===== config.mk =====
export PLATFORM = sky130hd
export DESIGN_NAME = rr_req_queue
export DESIGN_NICKNAME = d
export VERILOG_FILES = /design/src/rtl/rr_req_queue.sv
export SDC_FILE = /design/constraint.sdc
export NUM_CORES = 1
export LEC_CHECK = 0
export BUFFER_PORTS_ARGS = -buffer_cell sky130_fd_sc_hd__buf_4
export CAP_MARGIN = 0
export CELL_PAD_IN_SITES_DETAIL_PLACEMENT = 1
export CELL_PAD_IN_SITES_GLOBAL_PLACEMENT = 2
export CORE_MARGIN = 1
export CORE_UTILIZATION = 44
export CTS_CLUSTER_SIZE = 30
export DETAILED_ROUTE_END_ITERATION = 12
export GPL_TIMING_DRIVEN = 0
export PLACE_DENSITY_LB_ADDON = 0.1
export REMOVE_ABC_BUFFERS = 1
export SKIP_CTS_REPAIR_TIMING = 1
export SYNTH_ARGS = -nofsm -noshare
export SYNTH_HDL_FRONTEND = slang
export SYNTH_HIERARCHICAL = 1
export SYNTH_SLANG_ARGS = --single-unit

===== constraint.sdc =====
create_clock -name clk -period 2.45 [get_ports clk]
set_clock_uncertainty 0.15 [all_clocks]
set_input_delay 0.1225 -clock clk [delete_from_list [all_inputs] [get_ports clk]]
set_output_delay 0.1225 -clock clk [all_outputs]
set_load 0.05 [all_outputs]

===== src/rtl/rr_req_queue.sv =====
// Four-channel request queue bank feeding a 4-way round-robin arbiter.
// Each channel FIFO raises req while non-empty; granted words drain onto one registered output port.

module rr_req_lane #(
    parameter int DATA_W = 8,
    parameter int DEPTH  = 4,
    parameter int AW     = 2
) (
    input  logic              clk,
    input  logic              rst,
    input  logic              wr_en,
    input  logic [DATA_W-1:0] wr_data,
    input  logic              pop,
    output logic              full,
    output logic              req,
    output logic              overflow,
    output logic [DATA_W-1:0] rd_data
);
    logic [DATA_W-1:0] mem_q [DEPTH];
    logic [DATA_W-1:0] mem_d [DEPTH];
    logic [AW-1:0]     wr_ptr_q, wr_ptr_d, rd_ptr_q, rd_ptr_d;
    logic [AW:0]       count_q, count_d;
    logic              overflow_q, overflow_d;
    logic              wr_ok;

    // Flags decode from the registered count only, so a same-cycle pop never frees a slot for a write.
    assign full     = (count_q == (AW+1)'(DEPTH));
    assign req      = (count_q != '0);
    assign overflow = overflow_q;
    assign rd_data  = mem_q[rd_ptr_q];
    assign wr_ok    = wr_en & ~full;

    always_comb begin
        mem_d      = mem_q;
        wr_ptr_d   = wr_ptr_q;
        rd_ptr_d   = rd_ptr_q;
        count_d    = count_q;
        overflow_d = overflow_q | (wr_en & full);
        if (wr_ok) begin
            mem_d[wr_ptr_q] = wr_data;
            wr_ptr_d        = wr_ptr_q + AW'(1);
        end
        if (pop) begin
            rd_ptr_d = rd_ptr_q + AW'(1);
        end
        unique case ({wr_ok, pop})
            2'b10:   count_d = count_q + (AW+1)'(1);
            2'b01:   count_d = count_q - (AW+1)'(1);
            default: count_d = count_q;
        endcase
    end

    always_ff @(posedge clk) begin
        mem_q <= mem_d;
    end

    always_ff @(posedge clk or posedge rst) begin
        if (rst) begin
            wr_ptr_q   <= '0;
            rd_ptr_q   <= '0;
            count_q    <= '0;
            overflow_q <= 1'b0;
        end else begin
            wr_ptr_q   <= wr_ptr_d;
            rd_ptr_q   <= rd_ptr_d;
            count_q    <= count_d;
            overflow_q <= overflow_d;
        end
    end
endmodule

module rr_req_queue #(
    parameter int DATA_W = 8,
    parameter int DEPTH  = 4,
    parameter int AW     = 2
) (
    input  logic                clk,
    input  logic                rst,
    input  logic [3:0]          wr_en,
    input  logic [4*DATA_W-1:0] wr_data,
    output logic [3:0]          full,
    output logic [3:0]          req,
    input  logic [3:0]          grant,
    output logic                out_valid,
    output logic [DATA_W-1:0]   out_data,
    output logic [1:0]          out_src,
    output logic [3:0]          overflow,
    output logic                grant_err
);
    logic [3:0][DATA_W-1:0] lane_rd;
    logic [3:0]             pop;
    logic                   multi;
    logic                   out_valid_q, out_valid_d;
    logic [DATA_W-1:0]      out_data_q, out_data_d;
    logic [1:0]             out_src_q, out_src_d;
    logic                   grant_err_q, grant_err_d;

    // A grant with two or more bits set is rejected outright: nothing pops anywhere.
    assign multi = |(grant & (grant - 4'd1));
    assign pop   = grant & req & {4{~multi}};

    for (genvar i = 0; i < 4; i++) begin : g_lane
        rr_req_lane #(.DATA_W(DATA_W), .DEPTH(DEPTH), .AW(AW)) u_lane (
            .clk      (clk),
            .rst      (rst),
            .wr_en    (wr_en[i]),
            .wr_data  (wr_data[i*DATA_W +: DATA_W]),
            .pop      (pop[i]),
            .full     (full[i]),
            .req      (req[i]),
            .overflow (overflow[i]),
            .rd_data  (lane_rd[i])
        );
    end

    always_comb begin
        out_valid_d = |pop;
        out_data_d  = out_data_q;
        out_src_d   = out_src_q;
        grant_err_d = grant_err_q | multi;
        for (int i = 0; i < 4; i++) begin
            if (pop[i]) begin
                out_data_d = lane_rd[i];
                out_src_d  = 2'(i);
            end
        end
    end

    always_ff @(posedge clk or posedge rst) begin
        if (rst) begin
            out_valid_q <= 1'b0;
            out_data_q  <= '0;
            out_src_q   <= '0;
            grant_err_q <= 1'b0;
        end else begin
            out_valid_q <= out_valid_d;
            out_data_q  <= out_data_d;
            out_src_q   <= out_src_d;
            grant_err_q <= grant_err_d;
        end
    end

    assign out_valid = out_valid_q;
    assign out_data  = out_data_q;
    assign out_src   = out_src_q;
    assign grant_err = grant_err_q;
endmodule


==> key figures, run 1 <==
Outcome
  • Status: completed

Power and ir drop
  • Gate power share: 31.8%
  • Pwr dens: 1161 nW/um^2
  • Sequential share of power: 44.4%
  • Worst VDD drop: 0.0005580 V
  • Leak: 3.421 nW
  • Psw: 0.003596 W
  • Cell Int Power: 0.006904 W
  • Net Sw Frac: 34.25%
  • Clock network power share: 23.7%

Setup path
  • Buffers and inverters on the worst path: 1
  • Cell family with most CP delay: simple AND/OR/NAND/NOR gates
  • Crit end category: flip-flop
  • Critical Path AT: 2500 ps
  • Cell Chain, Critical Path: or3_2 -> nand3b_1 -> nor2_4 -> ha_1 -> inv_1 -> fa_1 -> xor2_1 -> nor2_1 -> xor2_1
  • Type of origin of the critical path: flip-flop
  • FF-to-FF setup slack: 100 ps
  • Most used cell, CP: xor2_1
  • RR Startpoint: g_lane[2].u_lane/count_q[0]$_DFFE_PP0P_
  • FF-to-FF path depth: 9
  • Worst r2r dst: g_lane[2].u_lane/count_q[2]$_DFFE_PP0P_
  • WS Path Type: flip-flop to flip-flop
  • Worst Path Max Fanout: 4
  • Worst path max stage delay: 530 ps
  • Slowest CP cell: or3_2
  • Critical path required time: 2600 ps

Place
  • DPL Wire Length: 10110 um
  • Routability congestion estimate: 0.7080
  • # placed instances: 683
  • Port Buffers: 65
  • Worst slack, placed: -232.8 ps

Synthesis
  • Yosys top cell by area: edfxtp_1
  • Synthesized area: 7337 um^2
  • Top cells by area, synth: edfxtp_1 (52%), dfrtp_1 (15%), mux4_2 (9.8%)
  • Synth Instances: 415
  • Share of the synthesized area in the top cell type: 52.39%
  • Synth cell types: 40
  • Syn avg cell area: 17.68 um^2
  • FFs w/ async S/R, synth: 25.58%
  • Post-synth EDFFs: 128
  • #FFs+latches synth: 172
  • Register area share after synthesis: 67.39%
  • Primary FF master, synth: edfxtp_1
  • Number of warnings issued by yosys: 6

Final layout
  • # fillers: 1475
  • Share of layout cells above drive strength 1: 32.78%
  • Final cell count without fillers: 762
  • Post-Route Utilization: 56.32%
  • # diodes: 0
  • Area growth syn-to-layout: 23.26%
  • Nets@finish: 599

Routing
  • Final WL: 14720 um
  • Via Count: 3882
  • Iter 0 DRT Violations: 182
  • Drt drc: 0
  • Vias/cell: 5.094
  • Router iterations before antenna repair: 4
  • Post-route ant nets: 0
  • Routed len/inst: 19.31 um

Global routing
  • Largest net degree at the start of global routing: 19
  • GR Util All Layers: 17.80%
  • Total gr overflow: 0
  • Initial antenna violation count: 0
  • First-pass GRT wire length: 22520 um
  • Vias in the first global route: 3990

Clock tree
  • Clock Path Buffers: 2
  • Clock Latency Late Sink: 420 ps
  • Clock slew at reported path FFs: 60 ps
  • CTS Buf Count: 17
  • CTS H-tree depth: 4
  • TritonCTS clock tree: yes
  • TritonCTS Sinks: 172
  • Clock Root Buffer: clkbuf_16

Die
  • Die Y: 131.1 um
  • Chip Width: 131.1 um
  • I/O pins: 66
  • Die area: 17200 um^2
  • Initial core utilization: 45.69%
  • Total core area: 16060 um^2
  • FP Rows: 46

STA
  • Final worst path period need: 2349 ps
  • Worst slew pin tran: 706.8 ps
  • Worst slew margin: 52.71%
  • Setup ws final: 101.1 ps
  • Final setup TNS: 0 ps
  • Final hold vios: 0
  • Fin. max-slew vios: 0
  • Worst hold slack: 97.08 ps
  • Final Cycle Share: 95.87%
  • F_max: 0.4257 GHz
  • Final setup viols: 0

Job
  • Maxcap violations: 0

Worst hold path
  • Hold Crit Class: primary input to async pin
-- power by group through the flow --
| stage | sequential [W] | clock (W) | combinational [W] |
|---|---|---|---|
| floorplan | 0.00490 | 0 | 0.00203 |
| global placement | 0.00468 | 0 | 0.00325 |
| finish | 0.00466 | 0.00249 | 0.00334 |
| detailed placement | 0.00473 | 0 | 0.00332 |
| global route | 0.00478 | 0.00265 | 0.00362 |
| CTS | 0.00468 | 0.00256 | 0.00333 |
-- layout by cell type, fill, tap and decap left out, types with 3 or more instances in the layout --
cell type,instances
mux2i_1,4
nor2b_4,4
xor2_1,12
and2_1,8
a31oi_2,4
inv_1,31
a21o_1,8
a21o_2,4
nor3b_4,4
and2_2,8
nand3b_1,3
a31oi_1,4
clkbuf_16,17
buf_4,72
nor3_1,8
clkinv_2,6
edfxtp_1,128
mux2_4,4
dfrtp_1,41
mux4_2,32
o21ai_0,8
dfrtp_2,3
nand2_1,5
ha_1,19
a22oi_1,8
xnor2_1,12
nor2_1,7
dlygate4sd3_1,40
nand3_1,8
fa_1,4
nor2_4,3
inv_6,3
-- per-layer routing --
layer	track usage, %	part of all wire (%)
met1	23.50	44
met2	29.28	52
met3	4.128	3.4
met4	5.490	1.0
met5	0	0
-- flip-flops by register name (all words and copies together), names as in the netlist --
register	cells
out_valid	1
g_lane.u_lane/count_q	12
g_lane.u_lane/mem_q	128
g_lane.u_lane/wr_ptr_q	8
g_lane.u_lane/rd_ptr_q	8
g_lane.u_lane/overflow	4
grant_err	1
out_data	8
out_src	2
-- through the flow --
step / total power (W) / instance area, um^2
floorplan: 0.006929 / 7243
global placement: 0.007934 / 8001
detailed placement: 0.008058 / 8001
CTS: 0.01058 / 8549
global route: 0.01105 / 9044
finish: 0.01050 / 9044
-- final cells by class --
type,instances,area (um^2),area share (%)
Sequential cell,172,4949,54.72
Timing Repair Buffer,112,940.9,10.40
Multi-Input combinational cell,199,2220,24.54
Clock buffer,17,425.4,4.704
Clock inverter,15,122.6,1.356
Tap cell,216,270.3,2.988
Inverter,31,116.4,1.287
-- cell families after synthesis --
logic type | count (synthesis) | synth area share, %
AND/OR/NAND/NOR | 69 | 6.736
flip-flops | 172 | 67.39
multiplexers | 40 | 11.19
XOR/XNOR | 24 | 2.865
adder cells (fa/ha/maj) | 24 | 4.502
AO/OA/AOI/OAI | 42 | 4.451
buffers and inverters | 44 | 2.865
-- worst max path at each step --
stage	end	depth (start not counted)	start
6_report	g_lane[2].u_lane/count_q[2]$_DFFE_PP0P_	9	g_lane[2].u_lane/count_q[0]$_DFFE_PP0P_
5_1_grt	g_lane[1].u_lane/count_q[2]$_DFFE_PP0P_	9	g_lane[1].u_lane/count_q[1]$_DFFE_PP0P_
4_1_cts	g_lane[1].u_lane/count_q[2]$_DFFE_PP0P_	9	g_lane[1].u_lane/count_q[0]$_DFFE_PP0P_
3_5_place_dp	g_lane[1].u_lane/count_q[2]$_DFFE_PP0P_	9	g_lane[1].u_lane/count_q[0]$_DFFE_PP0P_
3_3_place_gp	g_lane[1].u_lane/count_q[2]$_DFFE_PP0P_	9	g_lane[1].u_lane/count_q[0]$_DFFE_PP0P_
2_1_floorplan	g_lane[3].u_lane/count_q[2]$_DFFE_PP0P_	9	g_lane[3].u_lane/count_q[0]$_DFFE_PP0P_
-- cell usage after synthesis, types with 5 or more instances --
cell	n
nor3_1	9
nand2_1	5
buf_2	6
inv_1	31
a22oi_1	8
ha_1	20
a21o_1	8
nor2_1	8
dfrtp_1	44
mux4_2	32
and2_1	8
xor2_1	12
nand3_1	8
xnor2_1	12
edfxtp_1	128
o21ai_0	8
and2_2	8
-- tightest hold or removal path, cell delays in order --
cell and delay [ps]:
dlygate4sd3_1 530, buf_4 160, inv_1 250
Power figures use the tool's default switching activity.
==> run 2, diff against run 1 <==
--- a/config.mk
+++ b/config.mk
@@ -14,6 +14,7 @@
 export CTS_CLUSTER_SIZE = 30
 export DETAILED_ROUTE_END_ITERATION = 12
 export GPL_TIMING_DRIVEN = 0
+export MAX_ROUTING_LAYER = met4
 export PLACE_DENSITY_LB_ADDON = 0.1
 export REMOVE_ABC_BUFFERS = 1
 export SKIP_CTS_REPAIR_TIMING = 1
==> key figures, run 2 (synthesized netlist as in run 1, its figures left out) <==
Global routing
  • Largest net degree at the start of global routing: 19 (unchanged)
  • First-pass GRT wire length: 22520 um (unchanged)
  • Total gr overflow: 0 (unchanged)
  • Initial antenna violation count: 0 (unchanged)
  • GR Util All Layers: 18.35% (was 17.80%)
  • Vias in the first global route: 3984 (was 3990)

Outcome
  • Status: completed (unchanged)

Final layout
  • Area growth syn-to-layout: 23.26% (unchanged)
  • Max reg flops: 128 (unchanged)
  • Commonest non-fill, non-tap cell in the layout: edfxtp_1 (unchanged)
  • Share of layout cells above drive strength 1: 32.78% (unchanged)
  • Commonest non-fill, non-tap cells in the layout: edfxtp_1 (128), buf_4 (72), dfrtp_1 (41) (unchanged)
  • # fillers: 1474 (was 1475)
  • Biggest regs: g_lane.u_lane/mem_q x128, g_lane.u_lane/count_q x12 (unchanged)
  • Nets@finish: 599 (unchanged)
  • Final Instance Area: 9044 um^2 (unchanged)
  • # diodes: 0 (unchanged)
  • Largest Register: g_lane.u_lane/mem_q (unchanged)
  • Post-Route Utilization: 56.32% (unchanged)

STA
  • Worst slew pin tran: 694.3 ps (was 706.8 ps)
  • Worst slew margin: 53.54% (was 52.71%)
  • Final worst path period need: 2349 ps (about the same)
  • Final hold vios: 0 (unchanged)
  • Fin. max-slew vios: 0 (unchanged)
  • F_max: 0.4257 GHz (about the same)
  • Final Cycle Share: 95.87% (about the same)
  • Final setup TNS: 0 ps (unchanged)
  • Final setup viols: 0 (unchanged)

Power and ir drop
  • Pwr dens: 1161 nW/um^2 (about the same)
  • Worst VDD drop: 0.0005596 V (was 0.0005580 V)
  • Leak: 3.421 nW (unchanged)

Clock tree
  • CTS H-tree depth: 4 (unchanged)
  • TritonCTS Sinks: 172 (unchanged)
  • Clock Root Buffer: clkbuf_16 (unchanged)
  • Clock Latency Late Sink: 420 ps (about the same)
  • Clock slew at reported path FFs: 60 ps (about the same)
  • CTS Buf Count: 17 (unchanged)
  • Clock Path Buffers: 2 (unchanged)
  • TritonCTS clock tree: yes (unchanged)

Die
  • I/O pins: 66 (unchanged)
  • Chip Width: 131.1 um (unchanged)
  • Die area: 17200 um^2 (unchanged)
  • Die Y: 131.1 um (unchanged)
  • FP Rows: 46 (unchanged)
  • Total core area: 16060 um^2 (unchanged)
  • Initial core utilization: 45.69% (unchanged)

Routing
  • Vias/cell: 5.077 (was 5.094)
  • Routed len/inst: 19.31 um (about the same)
  • Post-route ant nets: 0 (unchanged)
  • Router iterations before antenna repair: 4 (unchanged)
  • Final WL: 14720 um (about the same)
  • Via Count: 3869 (was 3882)
  • Iter 0 DRT Violations: 182 (unchanged)
  • Drt drc: 0 (unchanged)

Worst hold path
  • Hold Crit Class: primary input to async pin (unchanged)

Setup path
  • Worst Path Max Fanout: 4 (unchanged)
  • Critical Path AT: 2500 ps (about the same)
  • FF-to-FF setup slack: 100 ps (about the same)
  • Crit end category: flip-flop (unchanged)
  • Critical path required time: 2600 ps (about the same)
  • Setup crit start: g_lane[2].u_lane/count_q[0]$_DFFE_PP0P_ (unchanged)
  • RR Startpoint: g_lane[2].u_lane/count_q[0]$_DFFE_PP0P_ (unchanged)
  • Cell Chain, Critical Path: or3_2 -> nand3b_1 -> nor2_4 -> ha_1 -> inv_1 -> fa_1 -> xor2_1 -> nor2_1 -> xor2_1 (unchanged)
  • FF-to-FF path depth: 9 (unchanged)
  • Cell family with most CP delay: simple AND/OR/NAND/NOR gates (unchanged)
  • Worst r2r dst: g_lane[2].u_lane/count_q[2]$_DFFE_PP0P_ (unchanged)
  • Worst path max stage delay: 530 ps (about the same)
  • WS Path Type: flip-flop to flip-flop (unchanged)
  • Most used cell, CP: xor2_1 (unchanged)
  • Slowest CP cell: or3_2 (unchanged)
  • Type of origin of the critical path: flip-flop (unchanged)
  • Buffers and inverters on the worst path: 1 (unchanged)

Place
  • Post-DP Area: 8001 um^2 (unchanged)
  • Routability congestion estimate: 0.7160 (was 0.7080)
  • DPL Wire Length: 10110 um (unchanged)
  • Port Buffers: 65 (unchanged)

Job
  • Maxcap violations: 0 (unchanged)
[run 2: report_power, final]
group          switching (W)  internal, W  leakage, nW  total (W)
sequential          0.000695      0.00397         1.67    0.00467
clock                0.00110      0.00139        0.271    0.00249
combinational        0.00181      0.00154         1.48    0.00335
total                0.00360      0.00690         3.42     0.0105
[run 2: metal layers]
metal	GRT usage [%]	part of all wire [%]	vias to the layer above
li1	-	-	1800
met1	23.66	44	1995
met2	29.11	52	66
met3	4.167	2.9	8
met4	5.490	0.90	0
met5	-	0	-
[run 2: cell type report]
cell class	count	area [um^2]	area share (%)
Sequential cell	172	4949	54.72
Multi-Input combinational cell	199	2220	24.54
Timing Repair Buffer	112	940.9	10.40
Clock buffer	17	425.4	4.704
Tap cell	216	270.3	2.988
Clock inverter	15	122.6	1.356
Inverter	31	116.4	1.287
[run 2: how the worst max path moves through the flow]
stage / to / slack [ps] / cells after the start
4_1_cts: g_lane[1].u_lane/count_q[2]$_DFFE_PP0P_ / -250 / 9
5_1_grt: g_lane[1].u_lane/count_q[2]$_DFFE_PP0P_ / -2 / 9
3_5_place_dp: g_lane[1].u_lane/count_q[2]$_DFFE_PP0P_ / -230 / 9
2_1_floorplan: g_lane[3].u_lane/count_q[2]$_DFFE_PP0P_ / -20 / 9
3_3_place_gp: g_lane[1].u_lane/count_q[2]$_DFFE_PP0P_ / -160 / 9
6_report: g_lane[2].u_lane/count_q[2]$_DFFE_PP0P_ / 100 / 9
[run 2: per-stage QoR]
stage               cells  total power [W]  setup slack [ps]  hold WS, ps
finish                762          0.01050             101.1        98.29
CTS                   715          0.01058            -249.4       -457.0
global route          762          0.01105            -1.958        126.3
detailed placement    683         0.008058            -232.8        1.307
global placement      683         0.007934            -155.8       -7.354
floorplan             402         0.006929            -23.72       -211.8
[run 2: worst min-delay path, cell delays in order]
cell and delay, ps:
dlygate4sd3_1 530, buf_4 160, inv_1 250
==> run 3, diff against run 2 <==
==> constraint.sdc (replaced) <==
create_clock -name clk -period 2.32 [get_ports clk]
set_clock_uncertainty 0.15 [all_clocks]
set_input_delay 0.116 -clock clk [delete_from_list [all_inputs] [get_ports clk]]
set_output_delay 0.116 -clock clk [all_outputs]
set_load 0.05 [all_outputs]
==> key figures, run 3 (synthesized netlist as in run 1, its figures left out) <==
STA
  • Unrepaired setup endpoints after global routing: yes
  • F_max: 0.4450 GHz (was 0.4257 GHz)
  • Final worst path period need: 2247 ps (was 2349 ps)
  • Fin. max-slew vios: 0 (unchanged)
  • Final hold vios: 0 (unchanged)
  • Final Cycle Share: 96.86% (was 95.87%)
  • Worst hold slack: 86.49 ps (was 98.29 ps)
  • Worst slew margin: 55.40% (was 53.54%)
  • Worst slew pin tran: 666.5 ps (was 694.3 ps)
  • Final setup viols: 0 (unchanged)

Die
  • I/O pins: 66 (unchanged)
  • Die Y: 131.1 um (unchanged)
  • Total core area: 16060 um^2 (unchanged)
  • FP Rows: 46 (unchanged)
  • Die area: 17200 um^2 (unchanged)
  • Initial core utilization: 45.69% (unchanged)
  • Chip Width: 131.1 um (unchanged)

Final layout
  • # fillers: 1470 (was 1474)
  • Area growth syn-to-layout: 24.98% (was 23.26%)
  • Register area: 4950 um^2 (was 4949 um^2)
  • Commonest non-fill, non-tap cell in the layout: edfxtp_1 (unchanged)
  • Multi-input gate area: 2262 um^2 (was 2220 um^2)
  • Nets@finish: 610 (was 599)
  • Max reg flops: 128 (unchanged)
  • # diodes: 0 (unchanged)
  • Share of layout cells above drive strength 1: 35.37% (was 32.78%)
  • Final Instance Area: 9170 um^2 (was 9044 um^2)
  • Biggest regs: g_lane.u_lane/mem_q x128, g_lane.u_lane/count_q x12 (unchanged)
  • Commonest non-fill, non-tap cells in the layout: edfxtp_1 (128), buf_4 (83), dfrtp_1 (40), dlygate4sd3_1 (40), mux4_2 (32) (was edfxtp_1 (128), buf_4 (72), dfrtp_1 (41))
  • Largest Register: g_lane.u_lane/mem_q (unchanged)

Routing
  • Iter 0 DRT Violations: 192 (was 182)
  • Router iterations before antenna repair: 4 (unchanged)
  • Via Count: 3902 (was 3869)
  • Drt drc: 0 (unchanged)
  • Routed wire length on met2: 7624 um (was 7662 um)
  • Routed len/inst: 19.07 um (was 19.31 um)
  • Top Layer Used: met4 (unchanged)
  • Post-route ant nets: 0 (unchanged)
  • Vias/cell: 5.048 (was 5.077)
  • Final WL: 14740 um (was 14720 um)
  • Met1 Wirelength: 6424 um (was 6497 um)
  • Met3 WL: 529 um (was 423 um)

Place
  • Post-DP Area: 8001 um^2 (unchanged)
  • Port Buffers: 65 (unchanged)
  • Routability congestion estimate: 0.7160 (unchanged)
  • DPL Wire Length: 10110 um (unchanged)

Outcome
  • Status: completed (unchanged)

Clock tree
  • Clock Path Buffers: 2 (unchanged)
  • Clock Latency Late Sink: 420 ps (about the same)
  • Clock slew at reported path FFs: 60 ps (about the same)
  • Clock Root Buffer: clkbuf_16 (unchanged)
  • CTS H-tree depth: 4 (unchanged)
  • CTS Buf Count: 17 (unchanged)
  • TritonCTS clock tree: yes (unchanged)
  • TritonCTS Sinks: 172 (unchanged)

Setup path
  • WS Path Type: flip-flop to flip-flop (unchanged)
  • Cell Chain, Critical Path: or3_4 -> nand3b_1 -> nor2_4 -> ha_2 -> inv_1 -> fa_1 -> xor2_1 -> nor2_1 -> xor2_1 (was or3_2 -> nand3b_1 -> nor2_4 -> ha_1 -> inv_1 -> fa_1 -> xor2_1 -> nor2_1 -> xor2_1)
  • Most used cell, CP: xor2_1 (unchanged)
  • Critical Path AT: 2440 ps (was 2500 ps)
  • Worst path max stage delay: 420 ps (was 530 ps)
  • Type of origin of the critical path: flip-flop (unchanged)
  • Cell family with most CP delay: simple AND/OR/NAND/NOR gates (unchanged)
  • Worst Path Max Fanout: 3 (was 4)
  • Slowest CP cell: dfrtp_1 (was or3_2)
  • Crit end category: flip-flop (unchanged)
  • Buffers and inverters on the worst path: 1 (unchanged)
  • FF-to-FF setup slack: 70 ps (was 100 ps)
  • Critical path required time: 2510 ps (was 2600 ps)

Worst hold path
  • Hold Crit Class: primary input to async pin (unchanged)

Global routing
  • Total gr overflow: 0 (unchanged)
  • First-pass GRT wire length: 22520 um (unchanged)
  • Initial antenna violation count: 0 (unchanged)
  • Largest net degree at the start of global routing: 19 (unchanged)
  • Vias in the first global route: 3984 (unchanged)
  • GR Util All Layers: 18.35% (unchanged)

Power and ir drop
  • Worst VDD drop: 0.0005923 V (was 0.0005596 V)
  • Pwr dens: 1218 nW/um^2 (was 1161 nW/um^2)
  • Leak: 3.472 nW (was 3.421 nW)

Job
  • Maxcap violations: 0 (unchanged)
## run 3: cell count changes in the layout (fill, tap and decap cells not counted), moves of 2 or more
cell / before / now
buf_4: 72 / 83
ha_1: 19 / 16
ha_4: 0 / 2
or3_2: 2 / 0
or3_4: 2 / 4
## run 3: final timing paths
path,start,depth (start not counted),to
worst max-delay path,g_lane[2].u_lane/count_q[1]$_DFFE_PP0P_,9,g_lane[2].u_lane/count_q[2]$_DFFE_PP0P_
worst min-delay path,rst,3,g_lane[3].u_lane/rd_ptr_q[0]$_DFFE_PP0P_
worst max register to register,g_lane[2].u_lane/count_q[1]$_DFFE_PP0P_,9,g_lane[2].u_lane/count_q[2]$_DFFE_PP0P_
worst min register to register,g_lane[0].u_lane/overflow$_DFF_PP0_,1,g_lane[0].u_lane/overflow$_DFF_PP0_
max in group asynchronous,rst,3,grant_err$_DFF_PP0_
min in group clk,grant[0],4,out_src[1]$_DFFE_PP0P_
## run 3: power breakdown
group	internal [W]	total (W)	switching (W)
registers	0.00420	0.00493	0.000731
logic	0.00169	0.00361	0.00192
clock network	0.00147	0.00263	0.00116
total	0.00736	0.0112	0.00381
## run 3: layer usage
| layer | vias up | track usage [%] |
|---|---|---|
| met4 | 0 | 5.490 |
| met2 | 74 | 29.11 |
| met5 | - | - |
| met3 | 12 | 4.167 |
| met1 | 1997 | 23.66 |
| li1 | 1819 | - |
## run 3: cell type report
type / instances / area share [%]
repair buffers: 123 / 11.16
clock inverters: 15 / 1.337
well taps: 216 / 2.947
multi-input cells: 199 / 24.67
flip-flops and latches: 172 / 53.98
inverters: 31 / 1.269
clock buffers: 17 / 4.639
## run 3: per-stage QoR
step	utilization, %	cells	worst slack [ps]	TNS (ps)	power (W)
after global placement	49.83	683	-285.8	-820.7	0.008379
after CTS	53.24	715	-379.4	-1370	0.01117
after detailed placement	49.83	683	-362.8	-1306	0.008510
final	57.11	773	72.80	0	0.01117
after global routing	57.11	773	-44.40	-81.42	0.01177
after floorplan	-	402	-153.7	-876.8	0.007317
## run 3: tightest hold or removal path, cell delays in order
cell           delay, ps
dlygate4sd3_1        530
buf_4                160
inv_1                250
